[src/rtl/bot_if_pkg.sv]
// rtl/bot_if_pkg.sv - port map and per-bot register indices shared by the BOT interface
package bot_if_pkg;

  localparam logic [3:0] P_MOTCTL     = 4'h0;
  localparam logic [3:0] P_LOCX       = 4'h1;
  localparam logic [3:0] P_LOCY       = 4'h2;
  localparam logic [3:0] P_BOTINFO    = 4'h3;
  localparam logic [3:0] P_SENSORS    = 4'h4;
  localparam logic [3:0] P_CONFIG     = 4'h7;
  localparam logic [3:0] P_MAPX       = 4'h8;
  localparam logic [3:0] P_MAPY       = 4'h9;
  localparam logic [3:0] P_MAPVAL     = 4'hA;
  localparam logic [3:0] P_BOTSEL     = 4'hB;
  localparam logic [3:0] P_COMMIT     = 4'hC;
  localparam logic [3:0] P_STATUS     = 4'hD;
  localparam logic [3:0] P_UPDATE     = 4'hE;
  localparam logic [3:0] P_COMMIT_ALL = 4'hF;

  localparam int NUM_REGS = 4;

  typedef enum logic [1:0] {
    R_LOCX    = 2'd0,
    R_LOCY    = 2'd1,
    R_BOTINFO = 2'd2,
    R_SENSORS = 2'd3
  } bot_reg_e;

  // Ports 0x1..0x4 map onto register indices 0..3.
  function automatic bot_reg_e port_to_reg(input logic [3:0] port);
    return bot_reg_e'(port[1:0] - 2'd1);
  endfunction

endpackage

[src/rtl/bot_chan_regs.sv]
// rtl/bot_chan_regs.sv - one bot's holding/visible registers, orientation tap and pending flag
module bot_chan_regs
  import bot_if_pkg::*;
#(
  parameter int DW = 8
) (
  input  logic          clk,
  input  logic          reset_n,
  input  logic          hold_we,
  input  bot_reg_e      hold_idx,
  input  logic [DW-1:0] wdata,
  input  logic          commit,
  input  logic [2:0]    orient,
  input  logic          set_pend,
  input  logic          ack,
  output logic [DW-1:0] hold_locx,
  output logic [DW-1:0] hold_locy,
  output logic [DW-1:0] hold_info,
  output logic [DW-1:0] hold_sens,
  output logic [DW-1:0] vis_locx,
  output logic [DW-1:0] vis_locy,
  output logic [DW-1:0] vis_info,
  output logic [DW-1:0] vis_sens,
  output logic          pending
);

  logic [DW-1:0] hold_q [NUM_REGS];
  logic [DW-1:0] hold_d [NUM_REGS];
  logic [DW-1:0] vis_q  [NUM_REGS];
  logic [DW-1:0] vis_d  [NUM_REGS];
  logic [2:0]    orient_q;
  logic          pend_q, pend_d;

  // Commit copies the pre-edge holding values, so a same-cycle write is not committed.
  always_comb begin
    hold_d = hold_q;
    vis_d  = vis_q;
    if (hold_we) hold_d[hold_idx] = wdata;
    if (commit)  vis_d = hold_q;
    pend_d = set_pend | (pend_q & ~ack);
  end

  always_ff @(posedge clk) begin
    if (!reset_n) begin
      hold_q   <= '{default: '0};
      vis_q    <= '{default: '0};
      orient_q <= '0;
      pend_q   <= 1'b0;
    end else begin
      hold_q   <= hold_d;
      vis_q    <= vis_d;
      orient_q <= orient;
      pend_q   <= pend_d;
    end
  end

  assign hold_locx = hold_q[R_LOCX];
  assign hold_locy = hold_q[R_LOCY];
  assign hold_info = {hold_q[R_BOTINFO][DW-1:3], orient_q};
  assign hold_sens = hold_q[R_SENSORS];
  assign vis_locx  = vis_q[R_LOCX];
  assign vis_locy  = vis_q[R_LOCY];
  assign vis_info  = {vis_q[R_BOTINFO][DW-1:3], orient_q};
  assign vis_sens  = vis_q[R_SENSORS];
  assign pending   = pend_q;

endmodule

[src/rtl/bot_multi_if.sv]
// rtl/bot_multi_if.sv - CPU-port register interface to NUM_BOTS bot channels with heartbeat watchdog
module bot_multi_if
  import bot_if_pkg::*;
#(
  parameter int NUM_BOTS    = 4,
  parameter int DW          = 8,
  parameter int WDOG_CYCLES = 1000000
) (
  input  logic                   clk,
  input  logic                   reset_n,
  input  logic                   wr_strobe,
  input  logic                   rd_strobe,
  input  logic [7:0]             addr_in,
  input  logic [DW-1:0]          data_in,
  output logic [DW-1:0]          data_out,
  input  logic [NUM_BOTS*DW-1:0] mot_ctl,
  input  logic [NUM_BOTS*DW-1:0] bot_config,
  input  logic [NUM_BOTS*3-1:0]  new_orientation,
  output logic [NUM_BOTS*DW-1:0] loc_x,
  output logic [NUM_BOTS*DW-1:0] loc_y,
  output logic [NUM_BOTS*DW-1:0] bot_info,
  output logic [NUM_BOTS*DW-1:0] sensors,
  output logic [DW-1:0]          map_x,
  output logic [DW-1:0]          map_y,
  input  logic [1:0]             map_val,
  output logic [NUM_BOTS-1:0]    upd_pending,
  input  logic [NUM_BOTS-1:0]    upd_ack,
  output logic                   upd_irq,
  output logic                   wdog_stale
);

  localparam int SELW = (NUM_BOTS > 1) ? $clog2(NUM_BOTS) : 1;
  localparam int CNTW = $clog2(WDOG_CYCLES + 1);

  logic [3:0]      port;
  logic            hold_wr, commit_one, commit_all, upd_wr;
  logic [SELW-1:0] bot_sel_q, bot_sel_d;
  logic [DW-1:0]   map_x_q, map_x_d, map_y_q, map_y_d;
  logic [DW-1:0]   dout_q, dout_d;
  logic [CNTW-1:0] cnt_q, cnt_d;
  logic [DW-1:0]   h_locx [NUM_BOTS];
  logic [DW-1:0]   h_locy [NUM_BOTS];
  logic [DW-1:0]   h_info [NUM_BOTS];
  logic [DW-1:0]   h_sens [NUM_BOTS];
  logic            unused_ok;

  // Reads are unconditional and only the low nibble is decoded.
  assign unused_ok = ^{rd_strobe, addr_in[7:4]};

  assign port       = addr_in[3:0];
  assign hold_wr    = wr_strobe && (port >= P_LOCX) && (port <= P_SENSORS);
  assign commit_one = wr_strobe && (port == P_COMMIT);
  assign commit_all = wr_strobe && (port == P_COMMIT_ALL);
  assign upd_wr     = wr_strobe && (port == P_UPDATE);

  for (genvar k = 0; k < NUM_BOTS; k++) begin : g_bot
    logic sel_k;
    assign sel_k = (bot_sel_q == SELW'(k));

    bot_chan_regs #(.DW(DW)) u_chan (
      .clk       (clk),
      .reset_n   (reset_n),
      .hold_we   (hold_wr && sel_k),
      .hold_idx  (port_to_reg(port)),
      .wdata     (data_in),
      .commit    (commit_all || (commit_one && sel_k)),
      .orient    (new_orientation[k*3 +: 3]),
      .set_pend  (upd_wr && sel_k),
      .ack       (upd_ack[k]),
      .hold_locx (h_locx[k]),
      .hold_locy (h_locy[k]),
      .hold_info (h_info[k]),
      .hold_sens (h_sens[k]),
      .vis_locx  (loc_x[k*DW +: DW]),
      .vis_locy  (loc_y[k*DW +: DW]),
      .vis_info  (bot_info[k*DW +: DW]),
      .vis_sens  (sensors[k*DW +: DW]),
      .pending   (upd_pending[k])
    );
  end

  assign wdog_stale = (cnt_q == CNTW'(WDOG_CYCLES));

  always_comb begin
    bot_sel_d = bot_sel_q;
    map_x_d   = map_x_q;
    map_y_d   = map_y_q;
    if (wr_strobe) begin
      case (port)
        P_MAPX:   map_x_d = data_in;
        P_MAPY:   map_y_d = data_in;
        P_BOTSEL: if (data_in < DW'(NUM_BOTS)) bot_sel_d = data_in[SELW-1:0];
        default:  ;
      endcase
    end
    if (upd_wr)          cnt_d = '0;
    else if (wdog_stale) cnt_d = cnt_q;
    else                 cnt_d = cnt_q + CNTW'(1);
  end

  always_comb begin
    dout_d = '0;
    case (port)
      P_MOTCTL:  dout_d = mot_ctl[int'(bot_sel_q)*DW +: DW];
      P_LOCX:    dout_d = h_locx[bot_sel_q];
      P_LOCY:    dout_d = h_locy[bot_sel_q];
      P_BOTINFO: dout_d = h_info[bot_sel_q];
      P_SENSORS: dout_d = h_sens[bot_sel_q];
      P_CONFIG:  dout_d = bot_config[int'(bot_sel_q)*DW +: DW];
      P_MAPVAL:  dout_d = DW'(map_val);
      P_BOTSEL:  dout_d = DW'(bot_sel_q);
      P_STATUS:  dout_d = DW'({wdog_stale, upd_pending});
      default:   dout_d = '0;
    endcase
  end

  always_ff @(posedge clk) begin
    if (!reset_n) begin
      bot_sel_q <= '0;
      map_x_q   <= '0;
      map_y_q   <= '0;
      dout_q    <= '0;
      cnt_q     <= '0;
    end else begin
      bot_sel_q <= bot_sel_d;
      map_x_q   <= map_x_d;
      map_y_q   <= map_y_d;
      dout_q    <= dout_d;
      cnt_q     <= cnt_d;
    end
  end

  assign data_out = dout_q;
  assign map_x    = map_x_q;
  assign map_y    = map_y_q;
  assign upd_irq  = |upd_pending;

endmodule

[config.mk]
export PLATFORM = sky130hd
export DESIGN_NAME = bot_multi_if
export DESIGN_NICKNAME = d
export VERILOG_FILES = /design/src/rtl/bot_if_pkg.sv /design/src/rtl/bot_chan_regs.sv /design/src/rtl/bot_multi_if.sv
export SDC_FILE = /design/constraint.sdc
export NUM_CORES = 1
export LEC_CHECK = 0
export CORE_ASPECT_RATIO = 0.5
export CORE_MARGIN = 3
export CORE_UTILIZATION = 54
export CTS_BUF_LIST = sky130_fd_sc_hd__clkbuf_8
export DETAILED_ROUTE_END_ITERATION = 6
export PLACE_DENSITY = 0.84
export SYNTH_ARGS = -nofsm -noshare
export SYNTH_HDL_FRONTEND = slang
export SYNTH_HIERARCHICAL = 1
export SYNTH_SLANG_ARGS = --single-unit
[constraint.sdc]
create_clock -name clk -period 3.3 [get_ports clk]
set_input_delay 0.66 -clock clk [delete_from_list [all_inputs] [get_ports clk]]
set_output_delay 0.66 -clock clk [all_outputs]
set_load 0.01 [all_outputs]
Yosys cells after proc, flatten, opt, wreduce, memory -nomap -nowiden
Cells that the tools add are included.
{"block": "op_classes", "add_sub_neg": 2, "multipliers": 0, "div": 0, "magnitude_cmp": 6, "eq_ne": 17, "shifts": 2, "n_mux": 19, "bitwise_logic": 15, "reduce_logical": 29}
{"op": "$bwmux W32", "n": 4}
{"op": "$mux W8", "n": 9}
{"op": "$pmux W8 S9", "n": 1}
{"op": "$bmux W8 S2", "n": 4}
{"op": "$shiftx A32 B6 Y8", "n": 2}
{"op": "$eq A4 B4 Y1 const B", "n": 8}
{"op": "$add A20 B1 Y20 const B", "n": 1}
{"op": "$eq A20 B20 Y1 const B", "n": 1}
{"op": "$logic_and A1 B1 Y1", "n": 18}
{"op": "$demux W8 S2", "n": 1}
{"op": "$eq A4 B2 Y1 const B", "n": 2}
{"op": "$eq A4 B3 Y1 const B", "n": 2}
{"op": "$lt A8 B3 Y1 const B", "n": 1}
{"op": "$ge A3 B3 Y1 const B", "n": 2}
{"op": "$not A2 Y3", "n": 2}
{"op": "$not A1 Y1", "n": 5}
{"op": "$and A1 B1 Y1", "n": 4}
{"op": "$eq A2 B2 Y1 const B", "n": 2}
{"op": "$eq A4 B1 Y1 const B", "n": 1}
{"op": "$ge A4 B1 Y1 const B", "n": 1}
{"op": "$le A4 B3 Y1 const B", "n": 1}
{"op": "$logic_not A4 Y1", "n": 1}
{"op": "$logic_or A1 B1 Y1", "n": 4}
{"op": "$or A1 B1 Y1", "n": 4}
{"op": "other kinds (8)", "n": 9}
{"block": "totals", "register_bits": 318, "latchBits": 0, "mem_bits_rw": 0, "romBits": 0, "inputBits": 102, "output_inout_bits": 158, "wordCells": 135, "n_memories": 0}

Depth between registers and ports, before layout
Gate-level depths: netlist of run 1.
{"block": "logic_depth", "depth_word": 7, "ltp_mapped": 11, "mapped_depth_nobuf": 8}

Hierarchy
The synthesis of run 1 kept the hierarchy.
{"module": "bot_chan_regs", "instances": 4, "cells_per_inst": 212, "area_per_inst_um2": 2301.0}
{"module": "bot_multi_if", "instances": 1, "cells_per_inst": 449, "area_per_inst_um2": 3834.9}

Worst setup path after synthesis of run 1
Ideal clock, no wire load.
{"block": "synth_path", "kind": "input to register", "startpoint": "input port addr_in[0]", "endpoint": "register g_bot[0].u_chan.hold_q, in the netlist g_bot[0].u_chan/hold_locx[3]", "setup_time_ns": 0.120, "t_arrival_ns": 2.576, "required_time_ns": 3.180, "setup_slack_ns": 0.604, "path_stages": 10, "n_path_buf": 2, "cell_sequence": "inv_1 > ha_1 > clkbuf_1 > nand2_1 > o21ai_0 > nand3b_1 > nor3_1 > or3b_1 > buf_6 > mux2i_1"}
{"block": "synth_via", "elab_chain_cells": 7}
{"element": "start, declared", "line": "bot_multi_if.sv:13", "source": "input logic [7:0] addr_in,"}
{"element": "$sub A2 B1 Y2", "line": "bot_if_pkg.sv:30", "source": "return bot_reg_e'(port[1:0] - 2'd1);"}
{"element": "$not A2 Y3 (implied by the code)", "line": "bot_chan_regs.sv:38", "source": "if (hold_we) hold_d[hold_idx] = wdata;"}
{"element": "$ge A3 B3 Y1 (implied by the code) or $lt A3 B1 Y1 (tied branches)", "line": "bot_chan_regs.sv:38"}
{"element": "$logic_and A1 B1 Y1 (implied by the code)", "line": "bot_chan_regs.sv:38"}
{"element": "$mux W8 (implied by the code)", "line": "bot_chan_regs.sv:38"}
{"element": "$demux W8 S2", "line": "bot_chan_regs.sv:38"}
{"element": "$bwmux W32", "line": "bot_chan_regs.sv:38"}
{"element": "end signal, assigned", "line": "bot_chan_regs.sv:50", "source": "hold_q <= hold_d;"}
{"element": "end, declared", "line": "bot_chan_regs.sv:27", "source": "logic [DW-1:0] hold_q [NUM_REGS];"}
Several ways; a longest one is shown, not always the timed one.
A chain may end at the register's enable or synchronous reset.

Worst setup path after layout of run 1
{"block": "layout_path", "startpoint": "register cnt_q[0]", "endpoint": "output port wdog_stale"}
{"block": "layout_via", "elab_chain_cells": 1}
{"element": "start, declared", "line": "bot_multi_if.sv:40", "source": "logic [CNTW-1:0] cnt_q, cnt_d;"}
{"element": "start signal, assigned", "line": "bot_multi_if.sv:129", "source": "cnt_q <= cnt_d;"}
{"element": "$eq A20 B20 Y1", "line": "bot_multi_if.sv:82", "source": "assign wdog_stale = (cnt_q == CNTW'(WDOG_CYCLES));"}
{"element": "end, declared", "line": "bot_multi_if.sv:29", "source": "output logic wdog_stale"}
No other way between the ends.

==> parameters.txt, run 1 <==
Parameter                              Value

Yosys
  Post-synth top flop ... sky130_fd_sc_hd__dfxtp_1
  Synth top area cells ... sky130_fd_sc_hd__dfxtp_1, sky130_fd_sc_hd__mux2i_1, sky130_fd_sc_hd__nor2b_1, sky130_fd_sc_hd__nand2_1, sky130_fd_sc_hd__mux4_2
  Distinct cell type count of the synthesized netlist ... between 50 and 60
  EDFF count, synth ... 0
  Syn_nets ... roughly 1400
  Async set or reset register ratio after synthesis ... 0%
  Netlist Area Pre-Place ... between 0.01 and 0.015 mm²
  Cell type contributing the most total cell area after synthesis ... sky130_fd_sc_hd__dfxtp_1
  Share of the synthesized area in the top cell type ... roughly 45%
  Average footprint of a synthesized cell ... roughly 10 µm²
  Sequential area share after synthesis ... 45.1%
  Yosys reg bits ... roughly 290
  Synthesis warning total ... 6
  Number of instances in the synthesized netlist ... 1297

Final layout
  Post-Layout Cell Count ... around 1900
  Utilization after layout ... 71.9%
  Fraction of final layout cells sized beyond drive strength 1 ... between 8 and 9%
  Final-stage net count ... 1656
  Area delta synth->final ... 28.4%
  Antenna cell count ... 0

Global routing
  Via count of the first global-routing pass ... 10600
  Remaining global-route overflow ... 0
  Total track usage ... between 30% and 40%
  First-pass GRT wire length ... 61000 µm
  Maximum number of pins on one net before global-route repair ... 94
  Antenna violations before repair ... 1

Worst setup path
  Number of cells on the critical path ... 5
  Setup Crit Path Kind ... reg -> out
  Buffers plus inverters on the worst setup path ... 2
  CP peak stage delay ... around 0.56 ns
  Crit end category ... output pin
  Setup crit start kind ... flop
  Worst r2r path cells ... 5
  Required time of the critical path ... between 2 and 3 ns
  Crit-path cells ... inv_1 -> ha_1 -> or4bb_4 -> nor4_2 -> dlymetal6s2s_1
  Worst path arrival time ... 2.16 ns
  CP max-delay cell ... sky130_fd_sc_hd__or4bb_4
  Kind of cell adding the most delay to the critical path ... simple AND/OR/NAND/NOR gates
  Critical path fanouts, max ... 4

STA
  Shortest clock period the worst path allows after layout ... about 2.8 ns
  Max Transition Viols Final ... 0
  Post-route clock skew ... about 0.031 ns
  Slew of the pin with the lowest slew margin ... 0.900 ns
  Endpoints failing hold ... 0
  RSZ-0062 raised after global routing ... no
  Fmax achieved ... around 350 MHz
  Relative max-transition margin ... 39.9%
  Total negative slack for setup checks ... 0 ns
  Final worst path period share ... a little under nine tenths
  Setup violators final ... 0

Power
  Peak supply drop ... 0.332 mV
  Pwr dens ... 411 mW/mm²
  Leak ... roughly 6.2 nW
  Overall power ... approximately 6.9 mW

Clock tree
  Postcts setup bufs ... 0
  Post-CTS Hold Buffers ... 0
  Deepest level of the CTS H-tree ... 2
  Post-cts repair resize count ... 0
  Clock transition at the registers of the reported paths ... approximately 0.06 ns
  Maximum root-to-sink buffer count ... 3
  Buffer cell driving the clock tree root ... sky130_fd_sc_hd__clkbuf_8
  Worst skew pair latency ... 0.57 ns
  Clock tree from TritonCTS ... yes
  Clock Sink Count ... 294
  Inserted Clock Buffers ... 42

Die
  Starting utilization of the core area ... 56.0%
  Area of the die ... roughly 0.026 mm²
  I/O pin cnt ... 260
  Vertical die dimension ... 116 µm
  Number of placement rows ... 39
  Core ar. ... 0.0233 mm²
  Die extent in x ... around 230 µm

Detailed routing
  DRC viols ... 0
  Uppermost layer routed ... met4
  Remaining number of nets flagged by the antenna check after routing ... 0
  Total detailed-routing wirelength ... 41300 µm
  Routed wire length per instance ... 22.0 µm
  Overall via count from detail_route ... about 11000
  Length of routed met2 wiring ... 18700 µm
  Met1 Wirelength ... roughly 18000 µm
  Met3 Routed Length ... 3700 µm
  Detailed router's first-iteration violation count ... roughly 1200
  Number of vias per cell ... ~5.7
  First-pass DRT Iterations ... 5

Hold path
  HP Class ... reg -> reg
  Cell count of the worst hold path ... 2

Run
  Max capacitance violation total ... 0

Run status
  Outcome ... finished clean

Placed design
  Weighted congestion reported at the end of routability-driven placement ... around 1.0
  Cells after DPL ... about 1800
  Buffers added on ports ... between 200 and 300
  DP HPWL ... between 30000 and 40000 µm
[power by group]
group	leakage [nW]	switching, mW	internal [mW]
clock	0.449	1.37	1.45
combinational	3.34	0.236	0.236
sequential	2.37	0.0191	3.57
total	6.16	1.63	5.26
[final timing paths]
kind                                    from                            to  slack, ns
worst max-delay path                cnt_q[0]                    wdog_stale       0.48
worst min-delay path                map_y[7]                      map_y[7]       0.47
worst max register to register  bot_sel_q[0]  g_bot[1].u_chan/hold_locx[7]       0.78
worst min register to register      map_y[7]                      map_y[7]       0.47
[cell usage after synthesis (all sizes together), types with 8 or more instances]
cell type  count
inv            8
dfxtp        294
nor3           9
o22ai         27
xor2          12
mux2i        311
nand2        196
nor2b        126
a21boi        16
and2          13
clkbuf        37
nor2          46
buf           63
mux4          11
nand3         20
[layer usage]
layer	vias up	global-route usage, %
li1	4981	-
met4	0	9.43
met2	479	48.2
met3	86	8.12
met5	-	0
met1	5177	41.3
[state kept, by name (all words and copies together), names as in the netlist, 8 cells and up]
signal                  flops
g_bot.u_chan/hold_info     20
g_bot.u_chan/hold_locx     32
g_bot.u_chan/hold_locy     32
data_out                    8
cnt_q                      20
g_bot.u_chan/vis_info      20
g_bot.u_chan/vis_locy      32
map_x                       8
map_y                       8
g_bot.u_chan/orient_q      12
g_bot.u_chan/hold_sens     32
g_bot.u_chan/vis_locx      32
g_bot.u_chan/vis_sens      32
[cell usage in the layout (no fill, tap or decap), drive strengths merged, types with 6 or more instances in the layout]
master,instances
nand4,7
and2,13
nand2,196
a31oi,7
nor2,46
a21boi,16
clkbuf,54
o21ai,7
ha,7
inv,18
buf,53
nor4,7
nor3,9
o22ai,27
nand3b,6
mux2i,311
nor2b,126
xor2,12
dfxtp,294
nand3,20
clkdlybuf4s50,252
mux4,11
[final cells by class]
class	instances	area (µm²)
fill	1660	6530
tap	307	384
clock buffer	54	743
multi-input combinational	895	6600
clock inverter	13	55.1
inverter	8	30.0
sequential	294	5890
timing repair buffer	306	3040
[worst reg2reg max path: cells and delay by family (launching register included)]
family                 cells  cell delay (ns)
AND/OR/NAND/NOR            3             0.92
flip-flops                 1             0.91
buffers and inverters      1             0.35
multiplexers               1             0.21
[logic make-up after synthesis]
kind of cell | count (synthesis) | share of synthesized area (%)
AOI/OAI and AO/OA | 83 | 4.45
xor gates and xnor gates | 16 | 1.07
adders and majority gates | 7 | 0.672
buffers and inverters | 108 | 4.49
DFF | 294 | 45.1
muxes | 322 | 25.8
and+or+nand+nor | 467 | 18.4
[per-stage QoR]
stage	hold WS (ns)	area (µm²)	worst slack [ns]
6_report	0.469	16700	0.481
5_1_grt	0.497	16700	0.353
4_1_cts	0.467	16700	0.00608
3_5_place_dp	0.458	15900	0.113
3_3_place_gp	0.452	15900	0.172
2_1_floorplan	0.447	13000	0.604
Note: power is estimated with default switching activity, not from simulation.
==> run 2, diff against run 1 <==
--- a/config.mk
+++ b/config.mk
@@ -7,10 +7,10 @@
 export LEC_CHECK = 0
 export CORE_ASPECT_RATIO = 0.5
 export CORE_MARGIN = 3
-export CORE_UTILIZATION = 54
+export CORE_UTILIZATION = 40
 export CTS_BUF_LIST = sky130_fd_sc_hd__clkbuf_8
 export DETAILED_ROUTE_END_ITERATION = 6
-export PLACE_DENSITY = 0.84
+export PLACE_DENSITY = 0.66
 export SYNTH_ARGS = -nofsm -noshare
 export SYNTH_HDL_FRONTEND = slang
 export SYNTH_HIERARCHICAL = 1
==> parameters.txt, run 2 (same netlist as run 1, synthesis figures left out) <==
Parameter                              Value

Run status
  Outcome ... finished clean

Final layout
  Top library cells by usage in the layout, fill and taps aside ... sky130_fd_sc_hd__mux2i_1, sky130_fd_sc_hd__dfxtp_1, sky130_fd_sc_hd__clkdlybuf4s50_1
  Post-Layout Cell Count ... 2012 (+7.2%)
  Antenna cell count ... 0 (unchanged)
  Area delta synth->final ... 29.8%
  Layout filler cell count ... 2852 (+72%)
  Leading cell type in the layout, fill and taps excluded ... sky130_fd_sc_hd__mux2i_1
  Final-stage net count ... 1657 (+0.060%)
  Total non-filler cell area in the finished layout ... 0.0169 mm² (+1.1%)
  Utilization after layout ... 53.1% (-19 points)
  Fraction of final layout cells sized beyond drive strength 1 ... 8.99% (+0.32 points)

STA
  RSZ-0062 raised after global routing ... no
  Post-route clock skew ... 0.0383 ns (+0.00702 ns)
  Endpoints failing hold ... 0 (unchanged)
  Setup violators final ... 0 (unchanged)
  Shortest clock period the worst path allows after layout ... 2.93 ns (+0.113 ns)
  Fmax achieved ... 341 MHz (-3.9%)
  Final worst path period share ... 88.9% (+3.4 points)
  Total negative slack for setup checks ... 0 ns (unchanged)
  Post-route worst setup slack ... 0.368 ns (-0.113 ns)
  Tightest hold margin ... 0.463 ns (-0.00592 ns)
  Max Transition Viols Final ... 0 (unchanged)
  Slew of the pin with the lowest slew margin ... 0.856 ns (-0.0440 ns)
  Relative max-transition margin ... 42.9% (+3.0 points)

Placed design
  Weighted congestion reported at the end of routability-driven placement ... 0.943 (-7.3%)
  DP Area ... 0.0160 mm² (+0.70%)
  Buffers added on ports ... 254 (unchanged)
  Cells after DPL ... 1934 (+6.9%)
  DP HPWL ... 32600 µm (+5.6%)
  Minimum setup slack after placement ... 0.129 ns (+0.0158 ns)

Global routing
  Via count of the first global-routing pass ... 10500 (-0.57%)
  Most utilized layer in the global route result ... met2
  Antenna violations before repair ... 4 (+3)
  Remaining global-route overflow ... 0 (unchanged)
  Global routing met2 resource utilization ... 38.0% (-10 points)
  Global routing met1 resource utilization ... 32.8% (-8.5 points)
  First-pass GRT wire length ... 63800 µm (+4.6%)
  Maximum number of pins on one net before global-route repair ... 121 (+29%)
  Total track usage ... 24.0% (-6.5 points)
  Met3 demand-to-capacity share in global routing ... 6.02% (-2.1 points)

Clock tree
  Inserted Clock Buffers ... 44 (+4.8%)
  Maximum root-to-sink buffer count ... 3 (unchanged)
  Buffer cell driving the clock tree root ... sky130_fd_sc_hd__clkbuf_8
  Worst skew pair latency ... 0.59 ns (+0.02 ns)
  Clock tree from TritonCTS ... yes
  Postcts setup bufs ... 0 (unchanged)
  Clock Sink Count ... 294 (unchanged)
  Clock transition at the registers of the reported paths ... 0.06 ns (about the same)
  Deepest level of the CTS H-tree ... 2 (unchanged)

Worst setup path
  Setup Crit Path Kind ... reg -> out
  Kind of cell adding the most delay to the critical path ... simple AND/OR/NAND/NOR gates
  Number of cells on the critical path ... 5 (unchanged)
  Critical R2R Launch ... bot_sel_q[1]
  FF-to-FF End ... data_out[1]
  CP peak stage delay ... 0.56 ns (about the same)
  Worst path arrival time ... 2.27 ns (+0.11 ns)
  Worst r2r path cells ... 6 (+1)
  Critical path fanouts, max ... 4 (unchanged)
  Setup crit start kind ... flop
  Crit end category ... output pin
  CP max-delay cell ... sky130_fd_sc_hd__or4bb_4
  Reg-to-reg setup timing slack ... 0.87 ns (+0.09 ns)
  Required time of the critical path ... 2.64 ns (about the same)
  Buffers plus inverters on the worst setup path ... 2 (unchanged)
  Crit-path cells ... inv_1 -> ha_1 -> or4bb_4 -> nor4_2 -> dlygate4sd2_1

Power
  Overall power ... 7.02 mW (+2.0%)
  Portion of total power attributed to the clock network ... 42.1% (+1.1 points)
  Pwr dens ... 415 mW/mm² (+0.90%)
  Combinational power share ... 6.8% (about the same)
  Sequential share of power ... 51.1% (-1.0 points)
  Peak supply drop ... 0.236 mV (-29%)
  Leak ... 6.19 nW (+0.44%)
  Power spent charging and discharging nets ... 1.71 mW (+4.9%)
  Internal power component ... 5.31 mW (+1.1%)
  Switching share of power ... 24.3% (+0.67 points)

Detailed routing
  Routed wire length per instance ... 21.2 µm (-3.8%)
  Remaining number of nets flagged by the antenna check after routing ... 0 (unchanged)
  Total detailed-routing wirelength ... 42600 µm (+3.2%)
  First-pass DRT Iterations ... 7 (+2)
  Number of vias per cell ... 5.26 (-8.0%)
  Overall via count from detail_route ... 10600 (-1.4%)
  DRC viols ... 0 (unchanged)
  Detailed router's first-iteration violation count ... 817 (-34%)

Die
  Number of placement rows ... 46 (+18%)
  Vertical die dimension ... 134 µm (+15%)
  Core ar. ... 0.0319 mm² (+37%)
  I/O pin cnt ... 260 (unchanged)
  Area of the die ... 0.0349 mm² (+34%)
  Starting utilization of the core area ... 40.9% (-15 points)
  Die extent in x ... 261 µm (+16%)

Hold path
  HP Start ... map_y[5]
  Hold path endpoint ... map_y[5]
  Cell count of the worst hold path ... 2 (unchanged)
  HP Class ... reg -> reg

Run
  Max capacitance violation total ... 0 (unchanged)
## run 2: power groups by stage
stage / combinational [mW] / sequential, mW / clock [mW]
2_1_floorplan: 0.227 / 3.66 / 0
3_3_place_gp: 0.462 / 3.67 / 0
3_5_place_dp: 0.468 / 3.67 / 0
4_1_cts: 0.470 / 3.59 / 3.01
5_1_grt: 0.503 / 3.59 / 3.17
6_report: 0.474 / 3.59 / 2.96
## run 2: layout make-up
cell class	instances	area, µm²	share of cell area, %
Clock buffer	55	757	4.47
Clock inverter	23	110	0.651
Inverter	8	30.0	0.177
Multi-Input combinational cell	895	6600	39.0
Sequential cell	294	5890	34.8
Tap cell	432	541	3.19
Timing Repair Buffer	305	2990	17.7
## run 2: how the worst max path moves through the flow
stage | slack [ns] | to | start
floorplan | 0.60 | g_bot[0].u_chan/hold_locx[3] | addr_in[0]
global placement | 0.13 | g_bot[3].u_chan/hold_locx[0] | addr_in[0]
detailed placement | 0.13 | g_bot[3].u_chan/hold_locx[0] | addr_in[0]
global route | 0.26 | wdog_stale | cnt_q[0]
finish | 0.37 | wdog_stale | cnt_q[0]
CTS | 0.29 | wdog_stale | cnt_q[0]
## run 2: repair_timing
action	CTS	global route
hold buffers	0	0
gates resized for setup	2	0
endpoints found under the setup margin	1	0
## run 2: worst min-delay path: cells and delay by family (launching register included)
family | cells | cell delay [ns]
AOI/OAI and AO/OA | 1 | 0.07
and+or+nand+nor | 1 | 0.04
DFF | 1 | 0.31
## run 2: per-layer routing
layer / vias to the layer above / wire length, µm
li1: 4979 / -
met3: 88 / 3140
met2: 372 / 19700
met5: - / 13
met1: 5133 / 18800
met4: 2 / 1060
==> run 3, diff against run 2 <==
--- a/config.mk
+++ b/config.mk
@@ -8,7 +8,7 @@
 export CORE_ASPECT_RATIO = 0.5
 export CORE_MARGIN = 3
 export CORE_UTILIZATION = 40
-export CTS_BUF_LIST = sky130_fd_sc_hd__clkbuf_8
+export CTS_BUF_LIST = sky130_fd_sc_hd__clkbuf_2 sky130_fd_sc_hd__clkbuf_4 sky130_fd_sc_hd__clkbuf_8
 export DETAILED_ROUTE_END_ITERATION = 6
 export PLACE_DENSITY = 0.66
 export SYNTH_ARGS = -nofsm -noshare
==> constraint.sdc (replaced) <==
create_clock -name clk -period 3.3 [get_ports clk]
set_input_delay 0.66 -clock clk [delete_from_list [all_inputs] [get_ports clk]]
set_output_delay 0.66 -clock clk [all_outputs]
set_load 0.05 [all_outputs]
==> parameters.txt, run 3 (same netlist as run 1, synthesis figures left out) <==
Parameter                              Value

Run status
  Outcome ... finished clean

Final layout
  Fraction of final layout cells sized beyond drive strength 1 ... 9.53% (+0.54 points)
  Area delta synth->final ... 30.3%
  Leading cell type in the layout, fill and taps excluded ... sky130_fd_sc_hd__mux2i_1
  Final-stage net count ... 1658 (+0.060%)
  Antenna cell count ... 0 (unchanged)
  Layout filler cell count ... 2830 (-0.77%)
  Top library cells by usage in the layout, fill and taps aside ... sky130_fd_sc_hd__mux2i_1, sky130_fd_sc_hd__dfxtp_1, sky130_fd_sc_hd__clkdlybuf4s50_1

STA
  Final worst path period share ... 87.7% (-1.1 points)
  Endpoints failing hold ... 0 (unchanged)
  RSZ-0062 raised after global routing ... no
  Max Transition Viols Final ... 0 (unchanged)
  Relative max-transition margin ... 43.6% (+0.64 points)
  Shortest clock period the worst path allows after layout ... 2.89 ns (-0.0379 ns)
  Total negative slack for setup checks ... 0 ns (unchanged)
  Post-route clock skew ... 0.0197 ns (-0.0186 ns)
  Setup violators final ... 0 (unchanged)
  Slew of the pin with the lowest slew margin ... 0.840 ns (-0.0161 ns)
  Post-route worst setup slack ... 0.406 ns (+0.0379 ns)
  Fmax achieved ... 345 MHz (+1.3%)

Global routing
  First-pass GRT wire length ... 63800 µm (unchanged)
  Maximum number of pins on one net before global-route repair ... 81 (-33%)
  Via count of the first global-routing pass ... 10400 (-0.67%)
  Remaining global-route overflow ... 0 (unchanged)
  Antenna violations before repair ... 2 (-2)
  Total track usage ... 24.0% (about the same)

Die
  Number of placement rows ... 46 (unchanged)
  Core ar. ... 0.0319 mm² (unchanged)
  Area of the die ... 0.0349 mm² (unchanged)
  Starting utilization of the core area ... 40.9% (unchanged)
  I/O pin cnt ... 260 (unchanged)
  Vertical die dimension ... 134 µm (unchanged)
  Die extent in x ... 261 µm (unchanged)

Clock tree
  Buffer cell driving the clock tree root ... sky130_fd_sc_hd__clkbuf_8
  Deepest level of the CTS H-tree ... 2 (unchanged)
  Maximum root-to-sink buffer count ... 3 (unchanged)
  Clock transition at the registers of the reported paths ... 0.06 ns (about the same)
  Worst skew pair latency ... 0.57 ns (-0.02 ns)
  Clock tree from TritonCTS ... yes
  Postcts setup bufs ... 0 (unchanged)
  Clock Sink Count ... 294 (unchanged)
  Post-cts repair resize count ... 0 (-2)
  Inserted Clock Buffers ... 44 (unchanged)
  Post-CTS Hold Buffers ... 0 (unchanged)

Power
  Peak supply drop ... 0.204 mV (-13%)
  Leak ... 6.17 nW (-0.26%)
  Pwr dens ... 430 mW/mm² (+3.8%)

Detailed routing
  Uppermost layer routed ... met4
  Met1 Wirelength ... 19300 µm (+2.9%)
  Remaining number of nets flagged by the antenna check after routing ... 0 (unchanged)
  Length of routed met2 wiring ... 20400 µm (+3.7%)
  DRC viols ... 0 (unchanged)
  Overall via count from detail_route ... 10500 (-1.0%)
  Routed wire length per instance ... 21.5 µm (+1.3%)
  Total detailed-routing wirelength ... 43100 µm (+0.98%)
  Detailed router's first-iteration violation count ... 855 (+4.7%)
  Met3 Routed Length ... 2770 µm (-12%)
  Number of vias per cell ... 5.22 (-0.73%)
  First-pass DRT Iterations ... 5 (-2)

Worst setup path
  Setup crit start kind ... flop
  Worst path arrival time ... 2.23 ns (-0.04 ns)
  Required time of the critical path ... 2.64 ns (about the same)
  Critical path fanouts, max ... 4 (unchanged)
  Crit end category ... output pin
  Setup Crit Path Kind ... reg -> out

Placed design
  DP HPWL ... 32800 µm (+0.80%)
  Buffers added on ports ... 254 (unchanged)
  Weighted congestion reported at the end of routability-driven placement ... 0.976 (+3.5%)
  Minimum setup slack after placement ... 0.170 ns (+0.0408 ns)

Hold path
  HP Class ... reg -> reg

Run
  Max capacitance violation total ... 0 (unchanged)
## run 3: cell types whose count changed in the layout (fill, tap and decap cells not counted), moves of 2 or more
| cell | delta |
|---|---|
| sky130_fd_sc_hd__inv_1 | -14 |
| sky130_fd_sc_hd__clkbuf_4 | +10 |
| sky130_fd_sc_hd__bufinv_16 | +3 |
| sky130_fd_sc_hd__buf_4 | +2 |
| sky130_fd_sc_hd__clkinv_2 | -4 |
## run 3: path summary, 6_finish.rpt
path	slack, ns	depth (start not counted)	endpoint	start
worst min register to register	0.47	2	map_y[5]	map_y[5]
worst min-delay path	0.47	2	map_y[5]	map_y[5]
worst max register to register	0.93	5	data_out[2]	bot_sel_q[1]
worst max-delay path	0.41	5	wdog_stale	cnt_q[0]
## run 3: final cells by class
type | instances | area (µm²) | share of cell area [%]
Tap cell | 432 | 541 | 3.18
Clock buffer | 64 | 818 | 4.82
Clock inverter | 7 | 115 | 0.678
Multi-Input combinational cell | 895 | 6600 | 38.8
Timing Repair Buffer | 306 | 2990 | 17.6
Inverter | 8 | 30.0 | 0.177
Sequential cell | 294 | 5890 | 34.7
## run 3: through the flow
step	util [%]	hold slack, ns	instance area [µm²]	instances	total power [mW]
after detailed placement	50.3	0.465	16100	1935	4.17
final	53.3	0.471	17000	2006	7.31
after global placement	50.3	0.454	16100	1935	4.16
after global routing	53.3	0.496	17000	2006	7.56
after CTS	53.3	0.474	17000	2006	7.38
after floorplan	-	0.447	13000	1297	3.93
## run 3: layer usage
| metal | track usage [%] | vias to the layer above |
|---|---|---|
| li1 | - | 4967 |
| met1 | 32.9 | 5139 |
| met2 | 39.3 | 304 |
| met3 | 5.09 | 56 |
| met4 | 4.36 | 0 |
| met5 | 0 | - |
## run 3: critical path, stage by stage, from the launching register on
cell	delay (ns)
sky130_fd_sc_hd__dfxtp_1	0.33
sky130_fd_sc_hd__inv_1	0.10
sky130_fd_sc_hd__ha_1	0.14
sky130_fd_sc_hd__or4bb_4	0.55
sky130_fd_sc_hd__nor4_1	0.28
sky130_fd_sc_hd__buf_4	0.26
## run 3: where the power goes
part           leakage (nW)  internal [mW]  switching [mW]  total [mW]
Sequential             2.37           3.57          0.0194        3.59
Clock                 0.485           1.81            1.40        3.21
Combinational          3.31          0.233           0.279       0.512
Total                  6.17           5.61            1.70        7.31
